## config.mk

```make
export PLATFORM = sky130hd
export DESIGN_NAME = ofm_reader
export DESIGN_NICKNAME = d
export VERILOG_FILES = /design/src/rtl/ofm_reader.sv
export SDC_FILE = /design/constraint.sdc
export NUM_CORES = 1
export LEC_CHECK = 0
export CAP_MARGIN = 20
export CORE_MARGIN = 2
export CORE_UTILIZATION = 25
export CTS_CLUSTER_DIAMETER = 40
export DETAILED_ROUTE_END_ITERATION = 10
export PLACE_DENSITY = 0.5
export SLEW_MARGIN = 15
export SYNTH_ARGS = -nofsm -noshare
export SYNTH_HDL_FRONTEND = slang
export SYNTH_SLANG_ARGS = --single-unit
```

## constraint.sdc

```tcl
create_clock -name clk -period 3.8 [get_ports clk]
set_input_delay 1.14 -clock clk [delete_from_list [all_inputs] [get_ports clk]]
set_output_delay 1.14 -clock clk [all_outputs]
set_load 0.1 [all_outputs]
```

## src/rtl/ofm_reader.sv

```systemverilog
// ofm_reader: drains one frame of OFM words from the OFM buffer into a valid/ready stream.
// Optional build macro OFM_RELU_EN clamps negative words to zero before they are queued.
module ofm_reader #(
    parameter int          N     = 16,
    parameter int unsigned WORDS = 25
) (
    input  logic         clk,
    input  logic         rst,
    input  logic         start,
    output logic         ofm_rd,
    output logic [31:0]  ofm_adr,
    input  logic [N-1:0] ofm_data,
    output logic         out_valid,
    input  logic         out_ready,
    output logic [N-1:0] out_data,
    output logic         out_last,
    output logic         busy,
    output logic         done
);

    typedef enum logic [1:0] {IDLE, READ, DRAIN, DONE} state_t;

    localparam logic [31:0] LAST = 32'(WORDS - 1);

    state_t       state;
    logic [31:0]  adr;
    logic [31:0]  wcnt;
    logic         inflight;
    logic [N-1:0] mem [2];
    logic         wptr;
    logic         rptr;
    logic [1:0]   cnt;
    logic         push;
    logic         pop;
    logic         rd;
    logic         rd_last;
    logic [2:0]   lvl;
    logic [N-1:0] wdata;

    assign push      = inflight;
    assign out_valid = (cnt != 2'd0);
    assign pop       = out_valid & out_ready;
    assign out_data  = mem[rptr];
    assign out_last  = out_valid & (wcnt == LAST);

    // Level the FIFO will reach once the in-flight read lands and this cycle's pop leaves.
    assign lvl     = {1'b0, cnt} + {2'b00, inflight} - {2'b00, pop};
    assign rd      = (state == READ) & (lvl < 3'd2);
    assign rd_last = rd & (adr == LAST);
    assign ofm_rd  = rd;
    assign ofm_adr = adr;

`ifdef OFM_RELU_EN
    assign wdata = ofm_data[N-1] ? '0 : ofm_data;
`else
    assign wdata = ofm_data;
`endif

    // Frame sequencing with registered busy/done.
    always_ff @(posedge clk or negedge rst) begin
        if (!rst) begin
            state <= IDLE;
            busy  <= 1'b0;
            done  <= 1'b0;
        end else begin
            case (state)
                IDLE: begin
                    if (start) begin
                        state <= READ;
                        busy  <= 1'b1;
                    end
                end
                READ: begin
                    if (rd_last) state <= DRAIN;
                end
                DRAIN: begin
                    if (pop & out_last) begin
                        state <= DONE;
                        done  <= 1'b1;
                    end
                end
                DONE: begin
                    state <= IDLE;
                    busy  <= 1'b0;
                    done  <= 1'b0;
                end
                default: begin
                    state <= IDLE;
                    busy  <= 1'b0;
                    done  <= 1'b0;
                end
            endcase
        end
    end

    // Read address walks 0..WORDS-1 and parks at 0 outside a frame.
    always_ff @(posedge clk or negedge rst) begin
        if (!rst) begin
            adr <= '0;
        end else if (rd_last) begin
            adr <= '0;
        end else if (rd) begin
            adr <= adr + 32'd1;
        end else if (state == IDLE) begin
            adr <= '0;
        end
    end

    // Marks a read whose data arrives next cycle; cleared by reset so stale data is dropped.
    always_ff @(posedge clk or negedge rst) begin
        if (!rst) inflight <= 1'b0;
        else      inflight <= rd;
    end

    // Two-entry FIFO covering the one-cycle buffer latency.
    always_ff @(posedge clk or negedge rst) begin
        if (!rst) begin
            mem[0] <= '0;
            mem[1] <= '0;
            wptr   <= 1'b0;
            rptr   <= 1'b0;
            cnt    <= 2'd0;
        end else begin
            if (push) begin
                mem[wptr] <= wdata;
                wptr      <= ~wptr;
            end
            if (pop) rptr <= ~rptr;
            cnt <= cnt + {1'b0, push} - {1'b0, pop};
        end
    end

    // Index of the word at the FIFO head, used to flag the final word.
    always_ff @(posedge clk or negedge rst) begin
        if (!rst) begin
            wcnt <= '0;
        end else if (pop) begin
            wcnt <= out_last ? 32'd0 : wcnt + 32'd1;
        end
    end

endmodule

```

==> summary.md <==
| Metric | Value |
|---|---|
| Outcome | `finished with violations` |
| Failing checks | `setup timing` |
| TritonCTS clock tree | `yes` |
| Post-Syn Nets | `518` |
| DR WL/cell | `15.3 um` |
| Fill count | `2134` |
| Mean post-synth cell area | `10.8 um2` |
| DR DRC count | `0` |
| Final wirelength | `13100 um` |
| Hold path startpoint | `wcnt[31]` |
| Yosys top cell by area | `dfrtp_1` |
| Number of global-route vias before repair | `4201` |
| # setup viols final | `1` |
| Max clock buf depth | `2` |
| Vias per Instance | `4.78` |
| Post-Syn Area | `5250 um2` |
| Wire length on met2 | `between 6000 and 7000 um` |
| Post-synthesis cell count | `approximately 490` |
| GR Overflow Total | `0` |
| Leak | `roughly 2.9 nW` |
| Share of cells above drive strength 1 | `between 20 and 30%` |
| Area delta synth->final | `27.8%` |
| First-pass GRT wire length | `21900 um` |
| MaxCap Viol Count | `0` |
| IO Pins | `73` |
| Setup TNS | `-61.8 ps` |
| Via count | `4087` |
| DR iter-0 viols | `197` |
| Synth area leaders | `dfrtp_1 (50%), mux2_2 (10%), xnor2_1 (3.5%)` |
| CTS Hold Bufs | `0` |
| Reg2reg start | `cnt[0]` |
| Ant diodes | `0` |
| Period utilization | `102%` |
| Skew final | `around 10 ps` |
| Type of the most critical hold path | `register to register` |
| WL met1 | `6150 um` |
| Main synth FF type | `dfrtp_1` |
| Final Net Count | `606` |
| Initial Util | `between 20 and 30%` |
| RSZ-0062 raised after global routing | `true` |
| Clk pin slew, worst setup/hold paths | `around 70 ps` |
| Post-synth EDFFs | `0` |
| Top Metal Used | `met4` |
| Required @ worst endpoint | `approximately 2700 ps` |
| Inserted Clock Buffers | `9` |
| WHS | `481 ps` |
| FMAX | `259 MHz` |
| First-pass DRT Iterations | `5` |
| Post-synth top cells | `dfrtp_1 (105), mux2_2 (48), nand2_1 (35)` |
| Critical path arrival | `2720 ps` |
| Core area | `between 20000 and 25000 um2` |
| Metal3 WL | `556 um` |
| Die footprint | `22200 um2` |
| Most common cell in the synthesized netlist | `dfrtp_1` |
| Die Y-Extent | `149 um` |
| Final Hold Fails | `0` |
| Setup ws final | `-61.8 ps` |
| CTS root buf | `clkbuf_16` |
| Htree depth | `3` |
| Row count | `53` |
| Slew margin rel. | `around 40%` |
| CP Launch Type | `primary input` |
| Yosys reg bits | `105` |
| Largest net degree at the start of global routing | `106` |
| Antenna-violating nets left | `0` |
| Gpl congestion | `0.806` |
| Crit-path max FO | `2` |
| Synth Warn # | `0` |
| CP Launch Point | `out_ready` |
| Chip Width | `149 um` |
| Gr usage total | `12.3%` |
| Port bufs | `72` |
| Setup Crit Path Kind | `primary input to output port` |
| Clk_lat worst skew | `350 ps` |
| Maximum vdd ir drop | `0.289 mV` |
| Area share of the largest cell type after synthesis | `50.1%` |
| Initial antenna violation count | `0` |
| DP Wirelength | `9050 um` |
| Post-synth cell types | `between 40 and 50` |
| CP Capture Type | `output port` |
| Tmin final | `3860 ps` |
| Max Slew Vio Count | `0` |
| Slew @ Worst Pin | `886 ps` |
| Pwr/cell area | `a little under 800 nW/um2` |
| Sequential-to-total area share from yosys stat | `50.1%` |
| Sink Count | `105` |
| Ys async rst share | `100%` |
[placed cells by master, fill, tap and decap left out, drive strengths merged, types with 8 or more instances in the layout]
cell / n
and3: 8
nor4: 14
nand2: 35
clkbuf: 11
and4: 10
inv: 24
a31oi: 12
dfrtp: 105
mux2: 49
a21oi: 14
nand3: 33
ha: 10
nor2: 16
xor2: 11
xnor2: 21
nor3: 13
clkdlybuf4s50: 17
mux2i: 10
nand4: 14
o21ai: 17
buf: 76
a21o: 11
[power breakdown]
part	leakage [nW]	internal (W)	switching (W)
combinational	1.43	0.000905	0.00178
sequential	1.35	0.00138	0.000204
clock	0.137	0.000517	0.000431
total	2.92	0.00280	0.00241
[cell families after synthesis]
logic type | share of synthesized area (%)
xor gates and xnor gates | 5.34
buffers and inverters | 2.79
muxes | 12.5
adders and majority gates | 2.77
and+or+nand+nor | 17.8
AOI/OAI and AO/OA | 8.77
DFF | 50.1
[registers in the layout (all words and copies together) (netlist names)]
register  count
busy          1
wptr          1
ofm_adr      32
cnt           2
state         2
mem          32
rptr          1
done          1
inflight      1
wcnt         32
[cell type report]
class / instances / area (um2) / share of cell area, %
multi-input combinational: 343 / 2550 / 38.1
sequential: 105 / 2630 / 39.2
clock inverter: 5 / 62.6 / 0.933
timing repair buffer: 93 / 798 / 11.9
inverter: 23 / 90.1 / 1.34
clock buffer: 11 / 233 / 3.47
tap: 275 / 344 / 5.13
[critical path, cell delays in order]
cell and delay (ps):
buf_8 100, o21ai_4 50, inv_2 60, ha_4 260
inv_2 30, ha_4 140, inv_2 50, fa_2 450
nand3_4 90, clkinvlp_4 140, buf_12 190
[through the flow]
step | instance area, um2 | total power (W) | cells | setup slack (ps) | util, %
final | 6710 | 0.00521 | 855 | -61.8 | 32.2
after global routing | 6710 | 0.00551 | 855 | -133 | 32.2
after detailed placement | 6400 | 0.00429 | 838 | -573 | 30.7
after floorplan | 5330 | 0.00365 | 487 | -135 | -
after CTS | 6700 | 0.00527 | 854 | -95.5 | 32.2
after global placement | 6400 | 0.00423 | 838 | -588 | 30.7
[path summary, 6_finish.rpt]
| check | to | slack, ps | cells after the start |
|---|---|---|---|
| worst max-delay path | ofm_rd | -60 | 11 |
| worst min-delay path | wcnt[31] | 480 | 1 |
| worst max register to register | state[1] | 870 | 15 |
| worst min register to register | wcnt[31] | 480 | 1 |
| max in group asynchronous | ofm_adr[16] | 2490 | 2 |
| min in group asynchronous | wcnt[10] | 840 | 2 |
[repair_timing]
action | CTS | global route
cloned | 0 | 0
setup endpoints to repair | 1 | 1
setup buffers | 0 | 1
pin swaps | 4 | 1
resized for setup | 7 | 0
[layer usage]
layer,vias to the layer above,global-route usage (%)
met3,8,3.49
li1,1947,-
met1,2039,16.5
met4,0,2.71
met5,-,0
met2,93,19.8
Power figures use the tool's default switching activity.
